**config.mk**
```make
export PLATFORM = sky130hd
export DESIGN_NAME = seq_divider_flat
export DESIGN_NICKNAME = d
export VERILOG_FILES = /design/src/rtl/seq_divider_pkg.sv /design/src/rtl/seq_divider_if.sv /design/src/rtl/full_adder.sv /design/src/rtl/seq_divider_ripple_subtractor.sv /design/src/rtl/seq_divider.sv /design/src/flat_wrapper.sv
export SDC_FILE = /design/constraint.sdc
export NUM_CORES = 1
export LEC_CHECK = 0
export ABC_AREA = 1
export CAP_MARGIN = 0
export CORE_UTILIZATION = 53
export DETAILED_ROUTE_END_ITERATION = 7
export PLACE_DENSITY = 0.78
export REMOVE_ABC_BUFFERS = 1
export SLEW_MARGIN = 20
export SYNTH_ARGS = -nofsm -noshare
export SYNTH_HDL_FRONTEND = slang
export SYNTH_HIERARCHICAL = 1
export SYNTH_SLANG_ARGS = --single-unit
```
**constraint.sdc**
```tcl
create_clock -name clk -period 4.25 [get_ports clk]
set_input_delay 0.85 -clock clk [delete_from_list [all_inputs] [get_ports clk]]
set_output_delay 0.85 -clock clk [all_outputs]
set_load 0.03 [all_outputs]
```
**src/rtl/seq_divider_pkg.sv**
```systemverilog
// Shared definitions for the sequential restoring divider: FSM encoding,
// default operand width and the divide-by-zero quotient pattern.
package seq_divider_pkg;

  localparam int DIV_WIDTH = 4;

  typedef enum logic [1:0] {
    ST_IDLE = 2'b00,
    ST_RUN  = 2'b01,
    ST_DONE = 2'b10
  } div_state_t;

  // Sliced down to the operand width wherever a divide-by-zero result is produced
  localparam logic [63:0] DBZ_QUOTIENT_ALL = '1;

endpackage

```
**src/rtl/seq_divider_if.sv**
```systemverilog
// Start/Done handshake and operand/result bus between the control logic
// (master) and the divider unit (slave).
interface seq_divider_if
  import seq_divider_pkg::*;
#(
  parameter int WIDTH = DIV_WIDTH
);

  logic             start;
  logic [WIDTH-1:0] dividend;
  logic [WIDTH-1:0] divisor;
  logic             busy;
  logic             done;
  logic [WIDTH-1:0] quotient;
  logic [WIDTH-1:0] remainder;
  logic             div_by_zero;

  modport master (
    output start, dividend, divisor,
    input  busy, done, quotient, remainder, div_by_zero
  );

  modport slave (
    input  start, dividend, divisor,
    output busy, done, quotient, remainder, div_by_zero
  );

endinterface

```
**src/rtl/full_adder.sv**
```systemverilog
// One-bit full adder cell shared by the ALU add path and the divider's
// subtractor chain.
module full_adder (
  input  logic a,
  input  logic b,
  input  logic cin,
  output logic sum,
  output logic cout
);

  assign sum  = a ^ b ^ cin;
  assign cout = (a & b) | (cin & (a ^ b));

endmodule

```
**src/rtl/seq_divider_ripple_subtractor.sv**
```systemverilog
// Ripple subtractor built from full_adder cells: minuend + ~subtrahend + 1.
// A missing carry-out means the subtraction borrowed.
module seq_divider_ripple_subtractor #(
  parameter int WIDTH = 5
) (
  input  logic [WIDTH-1:0] minuend,
  input  logic [WIDTH-1:0] subtrahend,
  output logic [WIDTH-1:0] difference,
  output logic             borrow
);

  logic [WIDTH:0] carry;

  assign carry[0] = 1'b1;

  for (genvar i = 0; i < WIDTH; i++) begin : g_bit
    full_adder u_fa (
      .a    (minuend[i]),
      .b    (~subtrahend[i]),
      .cin  (carry[i]),
      .sum  (difference[i]),
      .cout (carry[i+1])
    );
  end

  assign borrow = ~carry[WIDTH];

endmodule

```
**src/rtl/seq_divider.sv**
```systemverilog
// Sequential unsigned restoring divider: one quotient bit per clock,
// driven by a Start/Done handshake on seq_divider_if.
module seq_divider
  import seq_divider_pkg::*;
#(
  parameter int WIDTH = DIV_WIDTH
) (
  input  logic          clk,
  input  logic          rst_n,
  seq_divider_if.slave  bus
);

  localparam int CNT_W = $clog2(WIDTH + 1);
  localparam logic [CNT_W-1:0] LAST_ITER = CNT_W'(WIDTH - 1);

  div_state_t       state;
  logic [CNT_W-1:0] iter_cnt;
  logic [WIDTH:0]   work_a;
  logic [WIDTH-1:0] work_q;
  logic [WIDTH-1:0] divisor_reg;

  logic [WIDTH:0]   shifted_a;
  logic [WIDTH-1:0] shifted_q;
  logic [WIDTH:0]   trial;
  logic             borrow;
  logic             take;
  logic [WIDTH:0]   next_a;
  logic [WIDTH-1:0] next_q;

  assign {shifted_a, shifted_q} = {work_a[WIDTH-1:0], work_q, 1'b0};

  seq_divider_ripple_subtractor #(
    .WIDTH (WIDTH + 1)
  ) u_sub (
    .minuend    (shifted_a),
    .subtrahend ({1'b0, divisor_reg}),
    .difference (trial),
    .borrow     (borrow)
  );

  // A bit shifted out of A means the partial remainder already exceeds the divisor
  assign take   = ~borrow | work_a[WIDTH];
  assign next_a = take ? trial : shifted_a;
  assign next_q = {shifted_q[WIDTH-1:1], take};

  always_ff @(posedge clk or negedge rst_n) begin
    if (!rst_n) begin
      state           <= ST_IDLE;
      iter_cnt        <= '0;
      work_a          <= '0;
      work_q          <= '0;
      divisor_reg     <= '0;
      bus.busy        <= 1'b0;
      bus.done        <= 1'b0;
      bus.quotient    <= '0;
      bus.remainder   <= '0;
      bus.div_by_zero <= 1'b0;
    end else begin
      bus.done <= 1'b0;
      unique case (state)
        // IDLE and DONE accept requests identically, giving back-to-back operation
        ST_IDLE, ST_DONE: begin
          if (bus.start) begin
            if (bus.divisor != '0) begin
              state           <= ST_RUN;
              iter_cnt        <= '0;
              work_a          <= '0;
              work_q          <= bus.dividend;
              divisor_reg     <= bus.divisor;
              bus.busy        <= 1'b1;
              bus.div_by_zero <= 1'b0;
            end else begin
              state           <= ST_DONE;
              bus.quotient    <= DBZ_QUOTIENT_ALL[WIDTH-1:0];
              bus.remainder   <= bus.dividend;
              bus.div_by_zero <= 1'b1;
              bus.done        <= 1'b1;
            end
          end else begin
            state <= ST_IDLE;
          end
        end

        ST_RUN: begin
          work_a   <= next_a;
          work_q   <= next_q;
          iter_cnt <= iter_cnt + CNT_W'(1);
          if (iter_cnt == LAST_ITER) begin
            state           <= ST_DONE;
            bus.quotient    <= next_q;
            bus.remainder   <= next_a[WIDTH-1:0];
            bus.div_by_zero <= 1'b0;
            bus.busy        <= 1'b0;
            bus.done        <= 1'b1;
          end
        end

        default: begin
          state <= ST_IDLE;
        end
      endcase
    end
  end

endmodule
```
**src/flat_wrapper.sv**
```systemverilog
// flat-port wrapper written by rule: the top's interface ports become plain ports
module seq_divider_flat import seq_divider_pkg::*;
#(
  parameter int WIDTH = DIV_WIDTH
)
  (clk, rst_n, bus_start, bus_dividend, bus_divisor, bus_busy, bus_done, bus_quotient, bus_remainder, bus_div_by_zero);
  seq_divider_if #(.WIDTH(WIDTH)) bus_i ();
  input  logic clk;
  input  logic rst_n;
  input wire logic [$bits(bus_i.start)-1:0] bus_start;
  input wire logic [$bits(bus_i.dividend)-1:0] bus_dividend;
  input wire logic [$bits(bus_i.divisor)-1:0] bus_divisor;
  output wire logic [$bits(bus_i.busy)-1:0] bus_busy;
  output wire logic [$bits(bus_i.done)-1:0] bus_done;
  output wire logic [$bits(bus_i.quotient)-1:0] bus_quotient;
  output wire logic [$bits(bus_i.remainder)-1:0] bus_remainder;
  output wire logic [$bits(bus_i.div_by_zero)-1:0] bus_div_by_zero;
  assign bus_i.start = bus_start;
  assign bus_i.dividend = bus_dividend;
  assign bus_i.divisor = bus_divisor;
  assign bus_busy = bus_i.busy;
  assign bus_done = bus_i.done;
  assign bus_quotient = bus_i.quotient;
  assign bus_remainder = bus_i.remainder;
  assign bus_div_by_zero = bus_i.div_by_zero;
  seq_divider #(.WIDTH(WIDTH)) u_core (.clk(clk), .rst_n(rst_n), .bus(bus_i));
endmodule
```
==> results.txt <==
The area of the mapped netlist is 1470 um^2, and the post-layout worst setup margin is 0.934 ns. By count the netlist is led by sky130_fd_sc_hd__nand2_1 (46), sky130_fd_sc_hd__nand3_1 (37), sky130_fd_sc_hd__dfrtp_1 (29). The wire length of the first global-routing pass is 5070 um, and the share of the core filled with cells in the final layout is 0.694. The delay contributed by the slowest stage of the critical path is 0.45 ns, and the height of the die is 54.7 um. The count of endpoints failing hold in the final timing report came out at 0. In this run the critical register-to-register path is captured at u_core/bus.remainder[3]$_DFFE_PN0P_. The worst clock skew on the final layout is 0.00844 ns.

Counting distinct cell types in the post-synthesis netlist gives 21. The final layout contains 209 nets. Length in cells of the worst reg-to-reg path: 12. In this run the number of H-tree levels came out at 2.

The tightest min-delay check is of the reg2reg type. After global routing the overflow that remains totals 0. The routed design has 3080 um of wire. The run gives 0 as the initial antenna violation count. Traced cell by cell, the critical path runs through fa_1 > fa_1 > fa_1 > fa_1 > fa_1 > inv_1 > inv_1 > nor2_1 > nand3_1 > nand3_1 > nand2_1 > nand2_1.

Most repeated cell in the gate-level netlist after synthesis: sky130_fd_sc_hd__nand2_1. After floorplanning, the core was sized to cover 2540 um^2. TritonCTS built the clock tree. The number of antenna diodes in the final layout is 0. The share of the synthesized area in the top cell type was 0.493. The worst hold path was traced through 2 stages. The via count of the first global-routing pass is 1182. Setup violations remaining at the end of the flow were counted as 0. After the first detailed-routing iteration, the DRC count stood at 16. The startpoint identified for the worst hold timing path is u_core/bus.busy$_DFFE_PN0P_. Dividing total power by cell area gives a power density of 816 nW/um^2.

The ratio of cells with drive above 1 in the final layout came out at 0.120. The register with the most flip-flops in the layout has 5 of them. Compared with the post-synthesis result, the final layout area differs by 20.0%. In this run, synthesis produced a sequential element count of 29. Using the TritonRoute via totals, the vias-per-cell ratio works out to 5.34.

In this run, post-CTS repair resized a total of 0 instances. The tools report the buffer type at the clock tree root as sky130_fd_sc_hd__clkbuf_4. The tools report the initial core utilization as 0.578.

The biggest area consumer among synthesized cells was sky130_fd_sc_hd__dfrtp_1. The logs give 0 ns for the summed negative setup slack over all endpoints and 0.493 for the sequential element share of the synthesized area. Start-to-end type of the worst setup path: reg2reg. For the finished layout, the period the worst path requires is 3.32 ns.

Clock latency at the later pin of the worst-skew pair: 0.33 ns. The worst register-to-register path has a setup slack of 0.93 ns. Number of warnings printed during yosys synthesis: 6. Final weighted congestion in routability-driven placement: 0.868. After synthesis, the cell types taking the most area are sky130_fd_sc_hd__dfrtp_1 (49%), sky130_fd_sc_hd__nand3_1 (13%), sky130_fd_sc_hd__nand2_1 (12%).

The run finished with clean final reports. For the post-place setup slack, the log shows 0.954 ns. The run gives 0.891 nW as the cell leakage power. Detailed placement ended at an HPWL of 2190 um. The maximum number of pins on one net before global-route repair is 30. The largest fanout on the critical path is 6, and the peak supply drop is 606 uV.

STA puts the critical path data required time at 4.53 ns. Kind of capture point of the worst setup path: a flip-flop. Across all layers, the routed design uses 1185 vias. The count of port buffers added during placement is 21, and the highest clock frequency the design can meet is 302 MHz. The mean post-synth cell area is 8.86 um^2. Top flip-flop cell by instance count after synthesis: sky130_fd_sc_hd__dfrtp_1. Clock tree synthesis inserted a total of 5 buffers.

In this run the horizontal extent of the chip is 54.7 um. After floorplanning, the core was divided into 18 placement rows. The tools report the all-layer global routing usage as 0.252. The final worst-path cycle share works out to 0.780. The number of enable-type register cells in the synthesized netlist was 0; the count of maximum capacitance violations was 0. The average routed wire per standard cell was 13.9 um; the signal arrival time at the worst endpoint was 3.59 ns.

Register with the most flip-flops: u_core/work_a. Clock tree synthesis found a total of 29 sinks. Synthesis produced a netlist whose cell count is 166. During I/O placement, the number of pins put on the boundary was 22. For hold timing, the worst endpoint is u_core/bus.busy$_DFFE_PN0P_. Clock-pin slew was measured on the worst setup and hold paths at 0.09 ns. The final antenna-violating net count came out at 0. The number of optimization iterations in the first detailed-route pass is 4. Once the clock tree was built, the setup fixing pass inserted 0 buffers.

The total of hold buffers inserted after clock tree synthesis was 0. The max-slew violation count is 0. Setup repair after global routing left no endpoint under its margin.

In the routed design, unresolved DRC markers number 0. The worst register-to-register path begins at u_core/work_q[3]$_DFFE_PN0P_. The worst-path cell with the longest stage delay was sky130_fd_sc_hd__fa_1. The share of synthesized registers carrying an async set or reset is 1.00, and the number of buffers between clock root and the deepest sink is 2.

The tools report the type of origin of the critical path as a flip-flop. The die covers 2990 um^2. The most numerous cell type found on the critical path is sky130_fd_sc_hd__fa_1.
[power breakdown]
group	switching [mW]	total [mW]	internal, mW	leakage [nW]
registers	0.0893	0.491	0.402	0.357
clock network	0.0964	0.192	0.0957	0.0413
logic	0.473	0.758	0.285	0.492
total	0.659	1.44	0.782	0.891
[logic make-up after synthesis]
family / Yosys count / share of synthesized area
AOI/OAI and AO/OA: 4 / 0.0136
adders and majority gates: 7 / 0.0850
buffers and inverters: 16 / 0.0536
DFF: 29 / 0.493
other: 2 / 0.00510
and+or+nand+nor: 108 / 0.349
[critical path: cells and delay by family, from the launching register on]
kind / cells / cell delay (ns)
simple gates: 5 / 0.70
fa+ha+maj: 5 / 2.02
flops: 1 / 0.42
buf+inv: 2 / 0.12
[through the flow]
| stage | std cells | power, mW | hold slack, ns | area (um^2) |
|---|---|---|---|---|
| global route | 222 | 1.57 | 0.507 | 1770 |
| global placement | 214 | 1.21 | 0.459 | 1700 |
| floorplan | 162 | 1.00 | 0.442 | 1440 |
| finish | 222 | 1.44 | 0.491 | 1770 |
| detailed placement | 214 | 1.25 | 0.466 | 1700 |
| CTS | 222 | 1.45 | 0.495 | 1770 |
[cell type report]
cell class	instances	area, um^2
Clock buffer	7	65.1
Multi-Input combinational cell	121	667
Clock inverter	1	5.00
Sequential cell	29	726
Tap cell	30	37.5
Timing Repair Buffer	22	218
Inverter	12	47.5
Fill cell	212	779
[cell usage in the layout (no fill, tap or decap), types with 5 or more instances in the layout]
cell	n
sky130_fd_sc_hd__clkbuf_4	5
sky130_fd_sc_hd__clkdlybuf4s50_1	21
sky130_fd_sc_hd__dfrtp_1	29
sky130_fd_sc_hd__fa_1	5
sky130_fd_sc_hd__inv_1	9
sky130_fd_sc_hd__nand2_1	46
sky130_fd_sc_hd__nand2_2	5
sky130_fd_sc_hd__nand3_1	37
sky130_fd_sc_hd__nor2_1	14
[routing by layer]
metal  track usage  vias to the layer above  part of all wire
li1              -                      576                 -
met1         0.288                      576              0.43
met3        0.0667                        5             0.048
met5             0                        -                 0
met4         0.115                        0            0.0081
met2         0.434                       28              0.51
[worst max-delay path by stage]
| stage | startpoint | end | depth (start not counted) |
|---|---|---|---|
| after floorplan | u_core/work_q[3]$_DFFE_PN0P_ | u_core/bus.remainder[1]$_DFFE_PN0P_ | 12 |
| after global placement | u_core/work_q[3]$_DFFE_PN0P_ | u_core/bus.remainder[3]$_DFFE_PN0P_ | 12 |
| after detailed placement | u_core/work_q[3]$_DFFE_PN0P_ | u_core/bus.remainder[3]$_DFFE_PN0P_ | 12 |
| after CTS | u_core/work_q[3]$_DFFE_PN0P_ | u_core/bus.remainder[3]$_DFFE_PN0P_ | 12 |
| after global routing | u_core/work_q[3]$_DFFE_PN0P_ | u_core/bus.remainder[3]$_DFFE_PN0P_ | 12 |
| final | u_core/work_q[3]$_DFFE_PN0P_ | u_core/bus.remainder[3]$_DFFE_PN0P_ | 12 |
No activity file was read; power rests on OpenSTA's default activity.
